--- src/rtl/prbs_pkg.sv ---
// Mode encodings and per-polynomial ORDER/TAP lookups shared by the PRBS generator.
package prbs_pkg;

    localparam int MAX_ORDER = 31;

    typedef enum logic [2:0] {
        MODE_PRBS7  = 3'd0,
        MODE_PRBS9  = 3'd1,
        MODE_PRBS15 = 3'd2,
        MODE_PRBS23 = 3'd3,
        MODE_PRBS31 = 3'd4
    } prbs_mode_e;

    // Encodings 5-7 fold onto PRBS7.
    function automatic prbs_mode_e norm_mode(input logic [2:0] m);
        prbs_mode_e r;
        case (m)
            MODE_PRBS9:  r = MODE_PRBS9;
            MODE_PRBS15: r = MODE_PRBS15;
            MODE_PRBS23: r = MODE_PRBS23;
            MODE_PRBS31: r = MODE_PRBS31;
            default:     r = MODE_PRBS7;
        endcase
        return r;
    endfunction

    function automatic logic [4:0] mode_order(input prbs_mode_e m);
        logic [4:0] r;
        case (m)
            MODE_PRBS9:  r = 5'd9;
            MODE_PRBS15: r = 5'd15;
            MODE_PRBS23: r = 5'd23;
            MODE_PRBS31: r = 5'd31;
            default:     r = 5'd7;
        endcase
        return r;
    endfunction

    function automatic logic [4:0] mode_tap(input prbs_mode_e m);
        logic [4:0] r;
        case (m)
            MODE_PRBS9:  r = 5'd5;
            MODE_PRBS15: r = 5'd14;
            MODE_PRBS23: r = 5'd18;
            MODE_PRBS31: r = 5'd28;
            default:     r = 5'd6;
        endcase
        return r;
    endfunction

    function automatic logic [MAX_ORDER-1:0] live_mask(input prbs_mode_e m);
        return {MAX_ORDER{1'b1}} >> (5'd31 - mode_order(m));
    endfunction

endpackage

--- src/rtl/prbs_gen_par_if.sv ---
// Output beat stream of the parallel PRBS generator, plus its accepted-beat counter.
interface prbs_gen_par_if #(
    parameter int DATA_W = 8
);
    logic              out_valid;
    logic              out_ready;
    logic [DATA_W-1:0] out_data;
    logic [15:0]       beat_cnt;

    modport master (output out_valid, output out_data, output beat_cnt, input out_ready);
    modport slave  (input out_valid, input out_data, input beat_cnt, output out_ready);
endinterface

--- src/rtl/prbs_step_unroll.sv ---
// Advances the LFSR DATA_W serial steps in one cycle; bits_o[0] is the earliest bit shifted out.
module prbs_step_unroll
    import prbs_pkg::*;
#(
    parameter int DATA_W = 8
) (
    input  logic [MAX_ORDER-1:0] state_i,
    input  prbs_mode_e           mode_i,
    output logic [MAX_ORDER-1:0] state_o,
    output logic [DATA_W-1:0]    bits_o
);
    logic [4:0]           order;
    logic [4:0]           tap;
    logic [MAX_ORDER-1:0] mask;
    logic [MAX_ORDER-1:0] s;

    assign order = mode_order(mode_i);
    assign tap   = mode_tap(mode_i);
    assign mask  = live_mask(mode_i);

    // Masking after each shift keeps the bits above ORDER at zero.
    always_comb begin
        s      = state_i;
        bits_o = '0;
        for (int i = 0; i < DATA_W; i++) begin
            bits_o[i] = s[order - 5'd1];
            s = ((s << 1) | {{(MAX_ORDER-1){1'b0}}, s[order - 5'd1] ^ s[tap - 5'd1]}) & mask;
        end
        state_o = s;
    end

endmodule

--- src/rtl/prbs_gen_par.sv ---
// Parallel PRBS generator with valid/ready output, runtime polynomial select and seed load.
// Define PRBS_ERR_INJ_EN to add the err_inj port that inverts bit 0 of the next loaded beat.
module prbs_gen_par
    import prbs_pkg::*;
#(
    parameter int         DATA_W       = 8,
    parameter logic [2:0] DEFAULT_MODE = 3'd0
) (
    input  logic                 clk,
    input  logic                 reset,
    input  logic                 en,
    input  logic [2:0]           mode_i,
    input  logic                 seed_load,
    input  logic [MAX_ORDER-1:0] seed_i,
`ifdef PRBS_ERR_INJ_EN
    input  logic                 err_inj,
`endif
    prbs_gen_par_if.master       bus
);
    prbs_mode_e           mode_q, mode_d;
    logic [MAX_ORDER-1:0] lfsr_q, lfsr_d;
    logic                 valid_q, valid_d;
    logic [DATA_W-1:0]    data_q, data_d;
    logic [15:0]          cnt_q, cnt_d;

    prbs_mode_e           new_mode;
    logic [MAX_ORDER-1:0] seed_masked;
    logic [MAX_ORDER-1:0] step_state;
    logic [DATA_W-1:0]    step_bits;
    logic                 accept;
    logic                 advance;
    logic                 inj_flip;

    prbs_step_unroll #(.DATA_W(DATA_W)) u_step (
        .state_i (lfsr_q),
        .mode_i  (mode_q),
        .state_o (step_state),
        .bits_o  (step_bits)
    );

    assign new_mode    = norm_mode(mode_i);
    assign seed_masked = seed_i & live_mask(new_mode);
    assign accept      = valid_q && bus.out_ready;
    assign advance     = !seed_load && en && (!valid_q || bus.out_ready);

    always_comb begin
        mode_d  = mode_q;
        lfsr_d  = lfsr_q;
        valid_d = valid_q;
        data_d  = data_q;
        cnt_d   = accept ? cnt_q + 16'd1 : cnt_q;
        if (seed_load) begin
            mode_d  = new_mode;
            lfsr_d  = (seed_masked == '0) ? live_mask(new_mode) : seed_masked;
            valid_d = 1'b0;
        end else begin
            if (!valid_q || bus.out_ready) valid_d = en;
            if (advance) begin
                lfsr_d    = step_state;
                data_d    = step_bits;
                data_d[0] = step_bits[0] ^ inj_flip;
            end
            // An all-zero live state would lock up; recover to all ones.
            if ((lfsr_q & live_mask(mode_q)) == '0) lfsr_d = live_mask(mode_q);
        end
    end

    always_ff @(posedge clk or posedge reset) begin
        if (reset) begin
            mode_q  <= norm_mode(DEFAULT_MODE);
            lfsr_q  <= live_mask(norm_mode(DEFAULT_MODE));
            valid_q <= 1'b0;
            data_q  <= '0;
            cnt_q   <= '0;
        end else begin
            mode_q  <= mode_d;
            lfsr_q  <= lfsr_d;
            valid_q <= valid_d;
            data_q  <= data_d;
            cnt_q   <= cnt_d;
        end
    end

`ifdef PRBS_ERR_INJ_EN
    logic err_q, err_d;

    always_comb begin
        err_d = err_q;
        if (advance) err_d = 1'b0;
        if (err_inj) err_d = 1'b1;
    end

    always_ff @(posedge clk or posedge reset) begin
        if (reset) err_q <= 1'b0;
        else       err_q <= err_d;
    end

    assign inj_flip = err_q;
`else
    assign inj_flip = 1'b0;
`endif

    assign bus.out_valid = valid_q;
    assign bus.out_data  = data_q;
    assign bus.beat_cnt  = cnt_q;

endmodule

--- src/flat_wrapper.sv ---
// flat-port wrapper written by rule: the top's interface ports become plain ports
module prbs_gen_par_flat import prbs_pkg::*;
#(
    parameter int         DATA_W       = 8,
    parameter logic [2:0] DEFAULT_MODE = 3'd0
)
  (clk, reset, en, mode_i, seed_load, seed_i, bus_out_valid, bus_out_data, bus_beat_cnt, bus_out_ready);
  prbs_gen_par_if #(.DATA_W(DATA_W)) bus_i ();
  input  logic clk;
  input  logic reset;
  input  logic en;
  input  logic [2:0] mode_i;
  input  logic seed_load;
  input  logic [MAX_ORDER-1:0] seed_i;
  output wire logic [$bits(bus_i.out_valid)-1:0] bus_out_valid;
  output wire logic [$bits(bus_i.out_data)-1:0] bus_out_data;
  output wire logic [$bits(bus_i.beat_cnt)-1:0] bus_beat_cnt;
  input wire logic [$bits(bus_i.out_ready)-1:0] bus_out_ready;
  assign bus_out_valid = bus_i.out_valid;
  assign bus_out_data = bus_i.out_data;
  assign bus_beat_cnt = bus_i.beat_cnt;
  assign bus_i.out_ready = bus_out_ready;
  prbs_gen_par #(.DATA_W(DATA_W), .DEFAULT_MODE(DEFAULT_MODE)) u_core (.clk(clk), .reset(reset), .en(en), .mode_i(mode_i), .seed_load(seed_load), .seed_i(seed_i), .bus(bus_i));
endmodule
--- config.mk ---
export PLATFORM = sky130hd
export DESIGN_NAME = prbs_gen_par_flat
export DESIGN_NICKNAME = d
export VERILOG_FILES = /design/src/rtl/prbs_pkg.sv /design/src/rtl/prbs_gen_par_if.sv /design/src/rtl/prbs_step_unroll.sv /design/src/rtl/prbs_gen_par.sv /design/src/flat_wrapper.sv
export SDC_FILE = /design/constraint.sdc
export NUM_CORES = 1
export LEC_CHECK = 0
export BUFFER_PORTS_ARGS = -buffer_cell sky130_fd_sc_hd__buf_2
export CAP_MARGIN = 20
export CELL_PAD_IN_SITES_DETAIL_PLACEMENT = 0
export CELL_PAD_IN_SITES_GLOBAL_PLACEMENT = 1
export CORE_ASPECT_RATIO = 0.6
export CORE_MARGIN = 5
export CORE_UTILIZATION = 47
export DETAILED_ROUTE_END_ITERATION = 8
export PLACE_DENSITY_LB_ADDON = 0.1
export SETUP_SLACK_MARGIN = 0.15
export SLEW_MARGIN = 20
export SYNTH_ARGS = -nofsm -noshare
export SYNTH_HDL_FRONTEND = slang
export SYNTH_HIERARCHICAL = 1
export SYNTH_SLANG_ARGS = --single-unit
export TNS_END_PERCENT = 10
--- constraint.sdc ---
create_clock -name clk -period 6 [get_ports clk]
set_input_delay 1.2 -clock clk [delete_from_list [all_inputs] [get_ports clk]]
set_output_delay 1.2 -clock clk [all_outputs]
set_load 0.05 [all_outputs]
==> Word level (Yosys, flattened, before mapping) <==
Index checks and enable logic that the tools add are counted.
{ "totals": {"out_inout_bits": 25, "wordCells": 116, "inputBits": 39, "ff_bits": 59} }
{ "classes": {"n_reduce_logical": 11, "shifts": 5, "n_eq_ne": 12, "mux": 46, "add_sub_neg": 8, "n_lt_le_gt_ge": 2, "bitwise_logic": 27} }
{ "ops": {"columns": ["cell", "count"], "rows": [
  ["$and 31x31->31", 10],
  ["$or 31x1->31", 8],
  ["$shr 31x5->31 const A", 5],
  ["$mux 31", 4],
  ["$bmux 1 s5", 16],
  ["$logic_not 31->1", 2],
  ["$pmux 5 s4", 3],
  ["$sub 5x5->5 const A", 5],
  ["$mux 5", 4],
  ["$eq 3x2->1 const B", 6],
  ["$mux 1", 18],
  ["$add 16x1->16 const B", 1],
  ["$lt 5x6->1 const B", 2],
  ["$pmux 3 s4", 1],
  ["$sub 5x1->5 const B", 2],
  ["$eq 3x1->1 const B", 3],
  ["$eq 3x3->1 const B", 3],
  ["$xor 1x1->1", 8],
  ["$logic_and 1x1->1", 3],
  ["$reduce_bool 3->1", 1],
  ["$logic_not 1->1", 2],
  ["$reduce_and 2->1", 1],
  ["$reduce_bool 2->1", 1],
  ["$logic_or 1x1->1", 1],
  ["$not 1->1", 1]
]} }

==> Logic depth before layout (Yosys ltp) <==
Gate-level depths: netlist of run 1.
{ "logic_depth": {"ltp_word": 46, "ltp_mapped": 11, "mapped_depth_nobuf": 9} }

==> Hierarchy <==
Netlist of run 1, hierarchy kept.
{ "by_module_without_submodules": {"columns": ["mod", "seq_area_each_um2", "cells_each", "n_inst", "area_each_um2"], "rows": [
  ["prbs_gen_par", 1485.2, 353, 1, 3410.8],
  ["prbs_step_unroll", 0.0, 176, 1, 1143.6]
]} }

==> Worst setup path before layout of run 1 <==
Ideal clock, no wire load.
{ "synth_path": {"path_type": "input to register", "startpoint": "input seed_i[7]", "endpoint": "register u_core.lfsr_q[11]", "path_stages": 6, "n_path_buf": 1, "t_arrival_ns": 2.912, "path_slack_ns": 3.002, "setup_ns": 0.086, "required_time_ns": 5.914, "path_cell_list": "or4_1 > o31a_1 > a222oi_1 > buf_4 > nand3_4 > a32oi_2"} }
{ "synth_via": {"elab_chain_len": 4} }
{ "synth_rtl": {"columns": ["element", "line", "text"], "rows": [
  ["start, declared", "flat_wrapper.sv:14", "input logic [MAX_ORDER-1:0] seed_i;"],
  ["$and 31x31->31", "prbs_gen_par.sv:42", "assign seed_masked = seed_i & live_mask(new_mode);"],
  ["$logic_not 31->1", "prbs_gen_par.sv:54", "lfsr_d = (seed_masked == '0) ? live_mask(new_mode) : seed_masked;"],
  ["$mux 31", "prbs_gen_par.sv:54", null],
  ["$mux 31", "prbs_gen_par.sv:52", "if (seed_load) begin"],
  ["end signal, assigned", "prbs_gen_par.sv:71", "lfsr_q <= live_mask(norm_mode(DEFAULT_MODE));"],
  ["end signal, assigned", "prbs_gen_par.sv:77", "lfsr_q <= lfsr_d;"],
  ["end, declared", "prbs_gen_par.sv:21", "logic [MAX_ORDER-1:0] lfsr_q, lfsr_d;"]
]} }
Every way passes these cells.
A chain may end at the register's enable or synchronous reset.

==> Worst setup path in the final report of run 1 <==
{ "layout_path": {"startpoint": "register u_core.mode_q[1]", "endpoint": "register u_core.lfsr_q[0]"} }
{ "layout_via": {"elab_chain_len": 46, "elab_cells_between_ends": 79, "classes_between": "add/sub: 5; eq/ne: 4; shift: 3; mux: 40; bitwise: 25; reduce/logical: 2"} }
{ "layout_rtl": {"columns": ["element", "line", "text"], "rows": [
  ["start, declared", "prbs_gen_par.sv:20", "prbs_mode_e mode_q, mode_d;"],
  ["start signal, assigned", "prbs_gen_par.sv:70", "mode_q <= norm_mode(DEFAULT_MODE);"],
  ["start signal, assigned", "prbs_gen_par.sv:76", "mode_q <= mode_d;"],
  ["$eq 3x3->1, or another cell as far along", "prbs_pkg.sv:29, prbs_pkg.sv:41", null],
  ["$pmux 5 s4, on equally long branches", "prbs_pkg.sv:29, prbs_pkg.sv:41", null],
  ["$sub 5x1->5", "prbs_step_unroll.sv:27", "s = ((s << 1) | {{(MAX_ORDER-1){1'b0}}, s[order - 5'd1] ^ s[tap - 5'd1]}) & mask;"],
  ["$bmux 1 s5", "prbs_step_unroll.sv:27", null],
  ["$mux 1 (implied by the code)", "prbs_step_unroll.sv:27", null],
  ["$xor 1x1->1", "prbs_step_unroll.sv:27", null],
  ["$or 31x1->31", "prbs_step_unroll.sv:27", null],
  ["$and 31x31->31", "prbs_step_unroll.sv:27", null],
  ["(+30 left out)", null, null],
  ["$bmux 1 s5", "prbs_step_unroll.sv:27", null],
  ["$mux 1 (implied by the code)", "prbs_step_unroll.sv:27", null],
  ["$xor 1x1->1", "prbs_step_unroll.sv:27", null],
  ["$or 31x1->31", "prbs_step_unroll.sv:27", null],
  ["$and 31x31->31", "prbs_step_unroll.sv:27", null],
  ["$mux 31", "prbs_gen_par.sv:58", "if (advance) begin"],
  ["$mux 31", "prbs_gen_par.sv:64", "if ((lfsr_q & live_mask(mode_q)) == '0) lfsr_d = live_mask(mode_q);"],
  ["$mux 31", "prbs_gen_par.sv:52", null]
]} }
Parallel ways exist; a longest one is shown, timed or not. The select of a mux whose other input is x is not followed.

==> metrics.txt, run 1 <==
Seq/Total Area, Yosys=approximately 33%; DR WL met2=6.37 mm; first-pass GRT wire length=25.2 mm; Chip Width=137 um; Yosys cell types=77; Synth Cell Area=4550 um^2; routability-driven placement congestion ratio=0.993; crit path max fanout=26; setup TNS=0 ns; Slew Viols, Final=0; Cell Rows=27; Die H=86.3 um; hold path startpoint=u_core/bus.beat_cnt[15]; initial core utilization=just under 50%; dominant cell type by area after synthesis=dfrtp_1; final hold vios=0; Adder-Cell Fraction of Synth Area=0.275%; drc violations=0; Pwr Total=1670 uW; DR pass1 iterations=7; Min Clock Period, post-route=3.44 ns; CP Data Required Time=6.26 ns; worst reg2reg path depth=7; synth top area cells=dfrtp_1 29%, dfstp_2 4.0%, xnor2_1 4.0%; VDD IR max=0.236 mV; Post-Synth XOR/XNOR Area=under 10%; Slew headroom=between 10% and 20%; Max Cap Viol=0; outcome=finished clean; syn avg cell area=8.61 um^2; M1 wire length=around 7.7 mm; top-count cell post-synth=dfrtp_1; vias in the first global route=4,381; H-tree Lvls=3; complex-gate fraction of the synthesized area=29.7%; P per Cell Area=between 300 and 400 nW/um^2; layout cell share with drive strength beyond 1=21.3%; via/cell ratio=roughly 6.6; final design utilization=56.3%; clk_lat worst skew=0.32 ns; critical path launch point=u_core/mode_q[1]; simple-gate share of the synthesized area=22.1%; FF-to-FF Start=u_core/mode_q[1]; fin crit share=57.4%; DR WL/cell=around 23 um; Total Routing Usage GR=between 20% and 30%; Longest Clk Path Bufs=2; kind of critical path=reg2reg; CTS Buf Count=9; Final Skew=roughly 0.0071 ns; Post-synth EDFFs=0; prevailing post-synth register cell=dfrtp_1; core area=about 9300 um^2; port bufs=63; Post-CTS Resized=0; top sig layer=met4; largest net degree at the start of global routing=60; P_leak=0.00228 uW; Vias=between 4,000 and 5,000; hold_ws=0.459 ns; Yosys top cell area share=28.6%; Slew @ Worst Pin=between 1 and 1.5 ns; non-filler cells, final=712; antenna violations before repair=0; Diodes inserted=0; drt total wl=16.2 mm; final setup vio count=0; dpl cells=between 600 and 700; multiplexer area fraction after synthesis=4.92%; Seq cells post-synth=59; die area=11,800 um^2; Max Clock Freq=0.290 GHz; crit path capture type=flip-flop; unrepaired setup endpoints after global routing=false; hpwl dp=11.8 mm; gr ovfl total=0; area grow syn2layout=15.3%; post-route ant nets=0; synthesized net count=569; main combinational cell family by area after synthesis=compound AO/OA/AOI/OAI gates; number of hold buffers added after CTS=0; Post-layout nets=617; leading cell types by count after synthesis=52 x dfrtp_1, 40 x nand2_1, 35 x nor2_1; initial DRC count=951; Clock Sinks=59; WP data arrival=roughly 3.7 ns; WL met3=between 1.5 and 2 mm; asr flop ratio synth=100%; Post-CTS Setup Bufs=0; cell count of the worst hold path=1; Ys Warns=6; Post-Synthesis Cells=529; Hold Crit Class=reg2reg; CTS Root Cell=clkbuf_16; Startpoint Class=flip-flop; CTS tree=done; CTS clock-pin slew for the worst setup and hold paths=0.05 ns; I/O pin cnt=64
worst max-delay path: stages (launching register included):
cell and delay [ns]:
dfrtp_1 0.90, buf_4 0.38, inv_1 0.10, o21ai_1 0.32, o311ai_2 0.16, buf_4 0.26, a21boi_2 0.95, a22o_1 0.29
path summary, 6_finish.rpt:
path	end	slack [ns]
min in group asynchronous	u_core/bus.beat_cnt[7]	1.10
max reg2reg	u_core/lfsr_q[0]	2.56
max	u_core/lfsr_q[0]	2.56
min reg2reg	u_core/bus.beat_cnt[15]	0.46
max in group asynchronous	u_core/lfsr_q[12]	4.40
min	u_core/bus.beat_cnt[15]	0.46
through the flow:
step,setup WS (ns),instance area (um^2)
floorplan,3.00,4550
global placement,2.65,4960
detailed placement,2.66,4960
CTS,2.67,5250
global route,2.44,5250
finish,2.56,5250
cells by family (layout without fill, tap and decap cells):
logic type      Yosys count  after routing
fa+ha+maj                 1              1
mux                      21             21
xor+xnor                 26             26
simple gates            182            182
buf+inv                  58            111
compound gates          182            182
flops                    59             59
final cells by class:
cell class / instances / area [um^2]
fill: 889 / 4070
tap: 130 / 163
multi-input combinational: 412 / 2840
sequential: 59 / 1490
clock inverter: 5 / 52.6
inverter: 22 / 82.6
clock buffer: 11 / 243
timing repair buffer: 73 / 390
flip-flops by register name (all words and copies together) (netlist names):
| register | cells |
|---|---|
| u_core/lfsr_q | 31 |
| u_core/bus.beat_cnt | 16 |
| u_core/bus.out_data | 8 |
| u_core/mode_q | 3 |
| u_core/bus.out_valid | 1 |
layout by cell type (no fill, tap or decap), types with 5 or more instances in the layout:
cell,netlist,layout
mux2_1,8,8
dfrtp_1,52,52
and3_1,18,18
o21ai_1,18,18
a21oi_1,18,18
nor3_1,10,10
nand2_1,40,40
nor2b_1,13,13
o21ai_0,29,29
dfstp_2,7,7
nor2_1,35,35
buf_4,3,10
and2_1,9,9
nand3_1,9,9
a211oi_1,12,12
xnor2_1,21,21
buf_2,6,63
mux2i_1,10,10
inv_1,22,21
a32oi_1,14,14
a22oi_1,11,11
a22o_1,19,19
nor4_1,10,10
clkbuf_16,0,9
o32a_1,9,9
xor2_1,5,5
a211o_2,7,7
nand2b_1,6,6
report_power, final:
part / internal (uW) / switching [uW] / total, uW / leakage (uW)
Clock: 330 / 178 / 508 / 0.000145
Combinational: 201 / 387 / 588 / 0.00139
Sequential: 470 / 103 / 573 / 0.000740
Total: 1000 / 668 / 1670 / 0.00228
routing by layer:
layer / global-route usage (%) / vias up
met2: 36.5 / 307
met3: 9.63 / 25
met5: 0 / -
met4: 4.80 / 0
li1: - / 2117
met1: 43.7 / 2283
(Power assumes the default switching activity.)
==> run 2, diff against run 1 <==
- CORE_UTILIZATION: 47 -> 40
- clock period: 6 -> 3.05 ns (I/O delays scaled with it)
==> metrics.txt, run 2 (synthesis results as in run 1) <==
kind of critical path=reg2reg; Total Routing Usage GR=between 20% and 30%; unrepaired setup endpoints after global routing=false; RR Endpoint=u_core/lfsr_q[15]; met2 Track Usage GR=33.4%; Final Skew=a little under 0.007 ns; Startpoint Class=flip-flop; via/cell ratio=6.36; initial DRC count=roughly 550; initial core utilization=40.6%; DR WL/cell=22.6 um; P per Cell Area=around 630 nW/um^2; r2r setup slk=roughly 0.38 ns; Hold Crit Class=reg2reg; DR pass1 iterations=5; critical path's top delay family=simple AND/OR/NAND/NOR gates; Die H=~93 um; CP max stage cell=dfrtp_1; first-pass GRT wire length=26.7 mm; Slew Viols, Final=0; Hold Crit Endpoint=u_core/bus.beat_cnt[15]; post-route ant nets=0; final instance area=5520 um^2; Cell Rows=30; core area=11,200 um^2; Most flops, register=u_core/lfsr_q; Max Clock Freq=0.374 GHz; port bufs=63; P_leak=roughly 0.0024 uW; number of hold buffers added after CTS=0; routability-driven placement congestion ratio=1.04; die area=approximately 14,000 um^2; setup TNS=0 ns; drc violations=0; drt total wl=17.1 mm; CP bufs+invs=1; hold path startpoint=u_core/bus.beat_cnt[15]; cell count of the worst hold path=1; hold_ws=0.463 ns; worst reg2reg path depth=6; CTS Buf Count=9; highest-count cells in the layout ignoring fill and taps=63 x buf_2, 52 x dfrtp_1, 40 x nand2_1; CTS clock-pin slew for the worst setup and hold paths=0.05 ns; vias in the first global route=4,612; Longest Clk Path Bufs=2; hpwl dp=about 13 mm; CTS tree=done; Chip Width=148 um; FF-to-FF Start=u_core/mode_q[0]; final hold vios=0; VDD IR max=0.560 mV; WP data arrival=~2.9 ns; Max Cap Viol=0; area grow syn2layout=21.2%; crit path cell chain=buf_4, or3_1, o211a_2, nor4_4, nand3_1, a32oi_1; final setup vio count=0; clk_lat worst skew=0.32 ns; I/O pin cnt=64; Post-DP Area=between 5000 and 6000 um^2; CP peak stage delay=0.59 ns; commonest non-fill, non-tap cell in the layout=buf_2; Slew @ Worst Pin=0.900 ns; CP Data Required Time=3.29 ns; GRT met3 Usage=8.95%; Vias=between 4,000 and 5,000; Slew headroom=~40%; crit path max fanout=16; H-tree Lvls=3; Post-CTS Setup Bufs=0; Min Clock Period, post-route=around 2.7 ns; crit path capture type=flip-flop; Post-CTS Resized=0; outcome=finished clean; met1 GRT Util=about 38%; max reg flops=31; layout cell share with drive strength beyond 1=25.2%; largest net degree at the start of global routing=between 40 and 50; Post-layout nets=646; gr ovfl total=0; Clock Sinks=between 50 and 60; fin crit share=between 80 and 90%; antenna violations before repair=2; Top Usage Layer GRT=met1; CTS Root Cell=clkbuf_16
[run 2: cell count changes in the layout (fill, tap and decap cells not counted)]
cell and change:
buf_4 +29, nor2b_2 +1, clkbuf_1 -1, bufinv_16 +1, clkinvlp_4 -1, nor2b_1 -1, a21boi_1 +1, clkbuf_8 +1
a21boi_2 -1, diode_2 +1
[run 2: per-layer routing]
layer	part of all wire (%)	vias up
met5	0.076	-
met4	1.6	2
met3	11	32
met2	40	266
met1	48	2331
li1	-	2179
[run 2: worst max-delay path by stage]
stage	cells past startpoint	start	end
final	6	u_core/mode_q[0]	u_core/lfsr_q[15]
after CTS	6	u_core/mode_q[0]	u_core/lfsr_q[20]
after detailed placement	7	seed_i[7]	u_core/lfsr_q[19]
after global routing	6	u_core/mode_q[0]	u_core/lfsr_q[18]
after floorplan	6	seed_i[7]	u_core/lfsr_q[11]
after global placement	9	u_core/mode_q[0]	u_core/lfsr_q[1]
[run 2: final cells by class]
cell class,count,area [um^2]
repair buffers,102,608
diodes,1,2.50
multi-input cells,412,2830
clock buffers,11,253
well taps,144,180
fillers,1059,5700
flip-flops and latches,59,1490
clock inverters,5,75.1
inverters,22,82.6
[run 2: through the flow]
step	cells	setup slack (ns)	utilization (%)	power (uW)
2_1_floorplan	529	0.642	-	1910
3_3_place_gp	739	0.406	46.2	2340
3_5_place_dp	739	0.403	46.2	2340
4_1_cts	755	0.430	49.1	3460
5_1_grt	755	0.204	49.2	3630
6_report	756	0.375	49.2	3470
[run 2: power by group]
group          leakage [uW]  internal (uW)  total (uW)  switching [uW]
Sequential         0.000740            924        1100             181
Combinational       0.00154            446        1260             811
Clock              0.000165            754        1110             352
